<file path="config.mk">
export PLATFORM = sky130hd
export DESIGN_NAME = multi_ch_debouncer
export DESIGN_NICKNAME = d
export VERILOG_FILES = /design/src/rtl/multi_ch_debouncer.sv
export SDC_FILE = /design/constraint.sdc
export NUM_CORES = 1
export LEC_CHECK = 0
export CORE_MARGIN = 2
export CORE_UTILIZATION = 29
export CTS_CLUSTER_SIZE = 40
export DETAILED_ROUTE_END_ITERATION = 8
export GPL_TIMING_DRIVEN = 1
export HOLD_SLACK_MARGIN = 0.03
export SLEW_MARGIN = 15
export SYNTH_ARGS = -nofsm -noshare
export SYNTH_HDL_FRONTEND = slang
export SYNTH_SLANG_ARGS = --single-unit
</file>
<file path="constraint.sdc">
create_clock -name clk -period 3.3 [get_ports clk]
set_clock_uncertainty 0.2 [all_clocks]
set_input_delay 0.66 -clock clk [delete_from_list [all_inputs] [get_ports clk]]
set_output_delay 0.66 -clock clk [all_outputs]
set_load 0.005 [all_outputs]
</file>
<file path="src/rtl/multi_ch_debouncer.sv">
// Multi-channel input debouncer: per-channel synchroniser, debounce FSM with
// asymmetric rise/fall thresholds, edge/glitch pulses and a saturating glitch counter.
module multi_ch_debouncer #(
  parameter int unsigned NUM_CH      = 4,
  parameter int unsigned CNT_W       = 8,
  parameter int unsigned SYNC_STAGES = 2,
  parameter int unsigned GLITCH_W    = 16
) (
  input  logic                clk,
  input  logic                reset_n,
  input  logic [NUM_CH-1:0]   noisy_in,
  input  logic [NUM_CH-1:0]   ch_en,
  input  logic [CNT_W-1:0]    cfg_rise_thr,
  input  logic [CNT_W-1:0]    cfg_fall_thr,
  input  logic                glitch_clr,
  output logic [NUM_CH-1:0]   clean_out,
  output logic [NUM_CH-1:0]   rise_pulse,
  output logic [NUM_CH-1:0]   fall_pulse,
  output logic [NUM_CH-1:0]   glitch_pulse,
  output logic [GLITCH_W-1:0] glitch_cnt
);

  localparam int unsigned CW1   = CNT_W + 1;
  // Headroom so adding up to 32 events to a saturated count cannot wrap.
  localparam int unsigned SUM_W = GLITCH_W + 6;
  localparam logic [SUM_W-1:0] G_MAX = SUM_W'({GLITCH_W{1'b1}});

  typedef enum logic [1:0] {
    STABLE_LO = 2'd0,
    PEND_HI   = 2'd1,
    STABLE_HI = 2'd2,
    PEND_LO   = 2'd3
  } state_t;

  logic [NUM_CH-1:0] sync_q [SYNC_STAGES];
  logic [NUM_CH-1:0] sync_in;

  state_t            state_q [NUM_CH];
  state_t            state_d [NUM_CH];
  logic [CNT_W-1:0]  cnt_q   [NUM_CH];
  logic [CNT_W-1:0]  cnt_d   [NUM_CH];
  logic [CNT_W-1:0]  thr     [NUM_CH];
  logic [CW1-1:0]    cnt_nx  [NUM_CH];

  logic [NUM_CH-1:0]   clean_d;
  logic [NUM_CH-1:0]   rise_d;
  logic [NUM_CH-1:0]   fall_d;
  logic [NUM_CH-1:0]   glitch_d;
  logic [SUM_W-1:0]    pop;
  logic [SUM_W-1:0]    gsum;
  logic [GLITCH_W-1:0] glitch_cnt_d;

  // Synchroniser chain per channel.
  always_ff @(posedge clk or negedge reset_n) begin
    if (!reset_n) begin
      for (int unsigned s = 0; s < SYNC_STAGES; s++) begin
        sync_q[s] <= '0;
      end
    end else begin
      sync_q[0] <= noisy_in;
      for (int unsigned s = 1; s < SYNC_STAGES; s++) begin
        sync_q[s] <= sync_q[s-1];
      end
    end
  end

  assign sync_in = sync_q[SYNC_STAGES-1];

  // Live threshold select and widened increment (no overflow in the compare).
  always_comb begin
    for (int unsigned i = 0; i < NUM_CH; i++) begin
      thr[i]    = ((state_q[i] == STABLE_LO) || (state_q[i] == PEND_HI)) ?
                  cfg_rise_thr : cfg_fall_thr;
      cnt_nx[i] = CW1'(cnt_q[i]) + CW1'(1);
    end
  end

  // Debounce next-state and output logic.
  always_comb begin
    clean_d  = clean_out;
    rise_d   = '0;
    fall_d   = '0;
    glitch_d = '0;
    for (int unsigned i = 0; i < NUM_CH; i++) begin
      state_d[i] = state_q[i];
      cnt_d[i]   = cnt_q[i];
      if (!ch_en[i]) begin
        state_d[i] = clean_out[i] ? STABLE_HI : STABLE_LO;
        cnt_d[i]   = '0;
      end else begin
        case (state_q[i])
          STABLE_LO: begin
            cnt_d[i] = '0;
            if (sync_in[i]) begin
              if (thr[i] <= CNT_W'(1)) begin
                state_d[i] = STABLE_HI;
                clean_d[i] = 1'b1;
                rise_d[i]  = 1'b1;
              end else begin
                state_d[i] = PEND_HI;
                cnt_d[i]   = CNT_W'(1);
              end
            end
          end
          PEND_HI: begin
            if (sync_in[i]) begin
              if (cnt_nx[i] >= CW1'(thr[i])) begin
                state_d[i] = STABLE_HI;
                clean_d[i] = 1'b1;
                rise_d[i]  = 1'b1;
                cnt_d[i]   = '0;
              end else begin
                cnt_d[i] = cnt_nx[i][CNT_W-1:0];
              end
            end else begin
              state_d[i]  = STABLE_LO;
              cnt_d[i]    = '0;
              glitch_d[i] = 1'b1;
            end
          end
          STABLE_HI: begin
            cnt_d[i] = '0;
            if (!sync_in[i]) begin
              if (thr[i] <= CNT_W'(1)) begin
                state_d[i] = STABLE_LO;
                clean_d[i] = 1'b0;
                fall_d[i]  = 1'b1;
              end else begin
                state_d[i] = PEND_LO;
                cnt_d[i]   = CNT_W'(1);
              end
            end
          end
          PEND_LO: begin
            if (!sync_in[i]) begin
              if (cnt_nx[i] >= CW1'(thr[i])) begin
                state_d[i] = STABLE_LO;
                clean_d[i] = 1'b0;
                fall_d[i]  = 1'b1;
                cnt_d[i]   = '0;
              end else begin
                cnt_d[i] = cnt_nx[i][CNT_W-1:0];
              end
            end else begin
              state_d[i]  = STABLE_HI;
              cnt_d[i]    = '0;
              glitch_d[i] = 1'b1;
            end
          end
          default: begin
            state_d[i] = STABLE_LO;
            cnt_d[i]   = '0;
          end
        endcase
      end
    end
  end

  // Saturating accumulation of the registered glitch pulses.
  always_comb begin
    pop = '0;
    for (int unsigned i = 0; i < NUM_CH; i++) begin
      pop = pop + SUM_W'(glitch_pulse[i]);
    end
    gsum = SUM_W'(glitch_cnt) + pop;
    if (glitch_clr) begin
      glitch_cnt_d = '0;
    end else if (gsum > G_MAX) begin
      glitch_cnt_d = {GLITCH_W{1'b1}};
    end else begin
      glitch_cnt_d = gsum[GLITCH_W-1:0];
    end
  end

  always_ff @(posedge clk or negedge reset_n) begin
    if (!reset_n) begin
      for (int unsigned i = 0; i < NUM_CH; i++) begin
        state_q[i] <= STABLE_LO;
        cnt_q[i]   <= '0;
      end
      clean_out    <= '0;
      rise_pulse   <= '0;
      fall_pulse   <= '0;
      glitch_pulse <= '0;
      glitch_cnt   <= '0;
    end else begin
      for (int unsigned i = 0; i < NUM_CH; i++) begin
        state_q[i] <= state_d[i];
        cnt_q[i]   <= cnt_d[i];
      end
      clean_out    <= clean_d;
      rise_pulse   <= rise_d;
      fall_pulse   <= fall_d;
      glitch_pulse <= glitch_d;
      glitch_cnt   <= glitch_cnt_d;
    end
  end

endmodule
</file>
==> impl_metrics.env, run 1 <==
export IMPL_rr_endpoint="glitch_cnt[7]"
export IMPL_drt_total_wl_mm=11.9
export IMPL_synth_mux_area_frac=0.0725
export IMPL_hp_class="in -> async"
export IMPL_rsz0062_at_grt="no"
export IMPL_maxCapViolCount=0
export IMPL_antenna_found_initial=0
export IMPL_irDropWorstVdd_mv=0.264
export IMPL_worstPathArrival_ns=3.15
export IMPL_synth_edff_count=0
export IMPL_num_rows=47
export IMPL_area_growth_pct=25.3
export IMPL_synthXorXnorAreaFrac=0.0692
export IMPL_diodes=0
export IMPL_core_area_um2=16600
export IMPL_async_flop_share=1.00
export IMPL_clock_sinks=80
export IMPL_stdcell_count=789
export IMPL_fin_crit_sh=0.940
export IMPL_synth_nets=555
export IMPL_p_per_area_nw_per_um2=433
export IMPL_fin_area_um2=6180
export IMPL_min_period_ns=3.10
export IMPL_via_count=3910
export IMPL_r2r_slack_ns=0.28
export IMPL_vias_per_cell=4.96
export IMPL_r2r_start="glitch_pulse[0]"
export IMPL_grt_pass1_vias=3941
export IMPL_finalPower_mw=2.68
export IMPL_path_class="in -> reg"
export IMPL_ys_seq_area_frac=0.406
export IMPL_ys_types=65
export IMPL_cts_buffer_depth=2
export IMPL_r2r_cells=12
export IMPL_routabilityCongestion=0.824
export IMPL_ys_seq_elements=80
export IMPL_grt_pass1_wl_mm=19.7
export IMPL_grt_use_total=0.139
export IMPL_crit_path_start_kind="input pin"
export IMPL_synth_simple_area_share=0.189
export IMPL_synth_top_family_by_area="simple AND/OR/NAND/NOR gates"
export IMPL_placed_area_um2=5910
export IMPL_drive_gt1_frac=0.111
export IMPL_die_area_um2=18100
export IMPL_dp_cells=774
export IMPL_dp_hpwl_mm=9.21
export IMPL_final_net_count=632
export IMPL_die_x_um=134
export IMPL_syn_area_per_cell_um2=10.1
export IMPL_tritoncts="done"
export IMPL_fmax_ghz=0.322
export IMPL_met3_length_um=596
export IMPL_highest_layer="met4"
export IMPL_slew_violations=0
export IMPL_wl_met1_mm=5.69
export IMPL_postCtsResizedCells=0
export IMPL_wl_per_cell_um=15.1
export IMPL_htreeDepth=3
export IMPL_numCtsBuffers=9
export IMPL_post_place_ws_ns=-0.141
export IMPL_syn_inst=488
export IMPL_finalHoldViolations=0
export IMPL_synth_ff_type="dfrtp_1"
export IMPL_die_y_um=134
export IMPL_ioPinCount=59
export IMPL_drc=0
export IMPL_ys_warn_count=0
export IMPL_grt_overflow=0
export IMPL_clkLatencyLatePin_ns=0.34
export IMPL_worstPathRequired_ns=3.35
export IMPL_grt_max_degree=46
export IMPL_detail_route_antenna_nets=0
export IMPL_setup_violations=0
export IMPL_dr_wl_met2_mm=5.43
export IMPL_start_util=0.297
export IMPL_final_setup_worst_slack_ns=0.198
export IMPL_synth_compound_area_frac=0.126
export IMPL_worst_slew_pin_slew_ns=0.598
export IMPL_path_clk_slew_ns=0.06
export IMPL_worstPathMaxFanout=6
export IMPL_slew_limit_headroom=0.601
export IMPL_cts_setup_buffers=0
export IMPL_status="finished clean"
export IMPL_crit_path_end_kind="register"
export IMPL_cts_hold_buf=0
export IMPL_tns_ns=0
export IMPL_drtIter0Drc=205
export IMPL_port_buffers=58
export IMPL_synthAdderAreaFrac=0.106
export IMPL_firstDrtPassIters=4
export IMPL_root_buffer="clkbuf_16"
export IMPL_synth_area_um2=4930
export IMPL_leakagePower_nw=2.77
==> per-layer routing <==
layer,up-vias,GRT usage
li1,1893,-
met1,1911,0.188
met2,91,0.217
met3,15,0.0351
met4,0,0.0444
met5,-,0
==> stage by stage <==
stage / util / hold WS, ns
2_1_floorplan: - / 0.131
3_3_place_gp: 0.356 / 0.136
3_5_place_dp: 0.356 / 0.136
4_1_cts: 0.373 / 0.138
5_1_grt: 0.373 / 0.151
6_report: 0.373 / 0.126
==> cell usage after synthesis (16+ instances only) <==
| master | count | area (µm²) |
|---|---|---|
| nand2_1 | 24 | 90.1 |
| nor2b_1 | 25 | 156 |
| nor2_1 | 31 | 116 |
| a21oi_1 | 24 | 120 |
| xor2_1 | 18 | 158 |
| ha_1 | 37 | 463 |
| o21ai_0 | 16 | 80.1 |
| inv_1 | 25 | 93.8 |
| nand3_1 | 27 | 135 |
| dfrtp_1 | 80 | 2000 |
| xnor2_1 | 21 | 184 |
| mux2i_1 | 29 | 290 |
==> sequential cells by signal, summed over array words and instances (netlist names) <==
register      count
cnt_q            32
glitch_cnt       16
glitch_pulse      4
rise_pulse        4
state_q           8
sync_in           4
sync_q            4
fall_pulse        4
clean_out         4
==> how the worst max path moves through the flow <==
stage	depth (start not counted)	start	endpoint	slack [ns]
floorplan	10	state_q[5]	cnt_q[16]	0.14
global placement	9	cfg_fall_thr[0]	cnt_q[16]	-0.11
detailed placement	9	cfg_fall_thr[0]	cnt_q[16]	-0.14
CTS	9	cfg_fall_thr[0]	cnt_q[16]	0.21
global route	9	cfg_fall_thr[0]	cnt_q[16]	0.04
finish	9	cfg_fall_thr[0]	cnt_q[16]	0.20
==> worst max-delay path, cell delays in order <==
cell	delay, ns
clkdlybuf4s50_1	0.46
mux2_2	0.29
ha_1	0.27
nand2b_4	0.14
a2111oi_2	0.39
o31ai_1	0.16
a211oi_4	0.39
a22oi_1	0.13
a311oi_1	0.26
==> kinds of logic (layout without fill, tap and decap cells) <==
logic type,count (synthesis),count (layout)
mux,34,34
buf+inv,40,121
simple gates,167,167
flops,80,80
xor+xnor,39,39
fa+ha+maj,40,40
compound gates,88,88
==> final cells by class <==
| cell class | instances | area (µm²) |
|---|---|---|
| Clock buffer | 12 | 256 |
| Tap cell | 220 | 275 |
| Timing Repair Buffer | 81 | 763 |
| Fill cell | 1662 | 10400 |
| Inverter | 25 | 93.8 |
| Clock inverter | 3 | 17.5 |
| Sequential cell | 80 | 2000 |
| Multi-Input combinational cell | 368 | 2770 |
==> where the power goes <==
group	switching [mW]	total [mW]	leakage [nW]	internal (mW)
clock	0.393	0.937	0.134	0.544
sequential	0.0908	1.13	1.07	1.04
combinational	0.313	0.613	1.57	0.300
total	0.797	2.68	2.77	1.88
==> placed cells by master (no fill, tap or decap), types with 5 or more instances in the layout <==
cell type,Yosys,final
nand3_1,27,27
ha_1,37,37
nand2b_1,6,6
nor3_1,9,9
inv_1,25,25
o21a_1,7,7
nand2_1,24,24
nor2b_1,25,25
o21ai_0,16,16
clkbuf_16,0,9
dfrtp_1,80,80
and3_1,9,9
a21oi_1,24,24
xor2_1,18,18
clkdlybuf4s50_1,0,57
xnor2_1,21,21
a31oi_1,5,5
nor2_1,31,31
buf_4,1,23
mux2i_1,29,29
No activity file was read; power rests on OpenSTA's default activity.
==> run 2: changes to the inputs <==
- CELL_PAD_IN_SITES_DETAIL_PLACEMENT: default -> 1
- CELL_PAD_IN_SITES_GLOBAL_PLACEMENT: default -> 1
- PLACE_DENSITY_LB_ADDON: default -> 0.1
==> run 2 against run 1 <==
Against the previous run: sequential power about the same; via count shrank 1.6%; flip-flop and latch count stayed put; power increased by 3.0%; critical path depth unchanged; first-iteration DRC count is 35% lower; register-to-register slack lost 0.07 ns; core utilization is 0.32 points higher; global-route usage grew 2.1 points; critical path type unchanged; critical endpoint unchanged.
==> impl_metrics.env, run 2 (synthesis gave the netlist of run 1 again) <==
export IMPL_status="finished clean"
export IMPL_crit_path_start_kind="input pin"
export IMPL_ioPinCount=59
export IMPL_cp_num_cells=9
export IMPL_vias_per_cell=4.86
export IMPL_maxCapViolCount=0
export IMPL_worstPathRequired_ns=3.34
export IMPL_cpPeakStageDelay_ns=0.46
export IMPL_irDropWorstVdd_mv=0.250
export IMPL_path_class="in -> reg"
export IMPL_final_util=0.376
export IMPL_comb_power_share=0.226
export IMPL_r2r_slack_ns=0.21
export IMPL_final_common_cell="dfrtp_1"
export IMPL_antenna_found_initial=0
export IMPL_min_period_ns=3.10
export IMPL_num_rows=47
export IMPL_wl_per_cell_um=16.7
export IMPL_r2r_start="cnt_q[16]"
export IMPL_port_buffers=58
export IMPL_p_per_area_nw_per_um2=442
export IMPL_leakagePower_nw=2.80
export IMPL_htreeDepth=3
export IMPL_start_util=0.297
export IMPL_grt_use_total=0.160
export IMPL_hp_class="in -> async"
export IMPL_slew_violations=0
export IMPL_fmax_ghz=0.323
export IMPL_fin_hold_ws_ns=0.0966
export IMPL_drt_total_wl_mm=13.2
export IMPL_regArea_um2=2000
export IMPL_fin_area_um2=6230
export IMPL_largest_register_ffs=32
export IMPL_root_buffer="clkbuf_16"
export IMPL_final_cell_mix="dfrtp_1, clkdlybuf4s50_1, ha_1"
export IMPL_grt_max_degree=42
export IMPL_core_area_um2=16600
export IMPL_power_clock_fraction=0.365
export IMPL_worst_path_buf_inv=1
export IMPL_grt_overflow=0
export IMPL_final_net_count=635
export IMPL_worstPathArrival_ns=3.13
export IMPL_crit_chain="clkdlybuf4s50_1, mux2_2, ha_1, nand2b_4, a2111oi_2, o31ai_2, a211oi_4, a22oi_1, a311oi_1"
export IMPL_crit_path_end_kind="register"
export IMPL_routabilityCongestion=0.802
export IMPL_finalHoldViolations=0
export IMPL_die_y_um=134
export IMPL_slew_limit_headroom=0.597
export IMPL_fin_crit_sh=0.938
export IMPL_area_growth_pct=26.4
export IMPL_drc=0
export IMPL_drtIter0Drc=133
export IMPL_cts_buffer_depth=2
export IMPL_worstPathMaxFanout=5
export IMPL_clkLatencyLatePin_ns=0.35
export IMPL_setup_violations=0
export IMPL_clock_sinks=80
export IMPL_tns_ns=0
export IMPL_crit_path_top_delay_cell="clkdlybuf4s50_1"
export IMPL_regMostFlops="cnt_q"
export IMPL_numCtsBuffers=9
export IMPL_diodes=0
export IMPL_path_clk_slew_ns=0.06
export IMPL_die_x_um=134
export IMPL_dp_hpwl_mm=10.3
export IMPL_path_delay_family="compound AO/OA/AOI/OAI gates"
export IMPL_via_count=3848
export IMPL_p_sw_mw=0.832
export IMPL_drive_gt1_frac=0.117
export IMPL_switching_share=0.302
export IMPL_cts_hold_buf=0
export IMPL_rsz0062_at_grt="no"
export IMPL_detail_route_antenna_nets=0
export IMPL_placed_area_um2=5940
export IMPL_p_seq_frac=0.409
export IMPL_p_int_mw=1.93
export IMPL_grt_pass1_vias=4222
export IMPL_firstDrtPassIters=4
export IMPL_largestRegisters="cnt_q x32, glitch_cnt x16, state_q x8"
export IMPL_multi_input_area_um2=2780
export IMPL_die_area_um2=18100
export IMPL_fill_cells=1881
export IMPL_tritoncts="done"
export IMPL_critical_path_startpoint="cfg_fall_thr[0]"
export IMPL_grt_pass1_wl_mm=22.5
export IMPL_worst_slew_pin_slew_ns=0.602
export IMPL_r2r_cells=11
run 2: cell count changes in the layout (fill, tap and decap cells not counted):
| cell | change |
|---|---|
| buf_12 | +1 |
| buf_4 | +2 |
| bufinv_16 | +1 |
| clkbuf_8 | -2 |
| clkinv_4 | +1 |
| clkinvlp_4 | -1 |
| inv_6 | +1 |
| o31ai_1 | -1 |
| o31ai_2 | +1 |
run 2: cell type report:
type / instances / share of cell area
Clock inverter: 5 / 0.00923
Inverter: 25 / 0.0151
Sequential cell: 80 / 0.321
Tap cell: 220 / 0.0442
Multi-Input combinational cell: 368 / 0.446
Clock buffer: 10 / 0.0367
Timing Repair Buffer: 84 / 0.128
run 2: per-stage QoR:
step | std cells | setup slack (ns) | power [mW]
2_1_floorplan | 488 | 0.145 | 1.52
3_3_place_gp | 776 | -0.126 | 1.76
3_5_place_dp | 776 | -0.218 | 1.78
4_1_cts | 791 | 0.115 | 2.81
5_1_grt | 792 | 0.00964 | 2.93
6_report | 792 | 0.204 | 2.76
run 2: path summary, 6_finish.rpt:
| kind | endpoint |
|---|---|
| setup / recovery | cnt_q[16] |
| hold / removal | glitch_cnt[10] |
| setup reg to reg | cnt_q[16] |
| hold reg to reg | sync_in[3] |
| max in group asynchronous | cnt_q[10] |
| min in group clk | sync_in[3] |
run 2: per-layer routing:
layer / GRT usage / share of wire
met2: 0.259 / 0.47
met1: 0.217 / 0.49
met4: 0.0491 / 0.013
met3: 0.0280 / 0.022
met5: 0 / 0
run 2: power by group through the flow:
| stage | Combinational, mW | Sequential (mW) | Clock (mW) |
|---|---|---|---|
| 2_1_floorplan | 0.424 | 1.09 | 0 |
| 3_3_place_gp | 0.614 | 1.15 | 0 |
| 3_5_place_dp | 0.632 | 1.15 | 0 |
| 4_1_cts | 0.634 | 1.13 | 1.04 |
| 5_1_grt | 0.708 | 1.14 | 1.08 |
| 6_report | 0.623 | 1.13 | 1.01 |
run 2: what timing repair did:
| item | 4_1_cts | 5_1_grt |
|---|---|---|
| endpoints found under the setup margin | 0 | 5 |
| resized for setup | 0 | 1 |
| buffers inserted | 0 | 1 |
run 2: worst reg2reg max path, cell delays in order, from the launching register on:
cell and delay [ns]:
dfrtp_1 0.39, ha_1 0.23, nand2_1 0.06, or2_2 0.29, xnor2_1 0.31, ha_1 0.32
o21a_1 0.11, o22ai_1 0.18, o31ai_2 0.12, a211oi_4 0.36, a22oi_1 0.12, a311oi_1 0.29
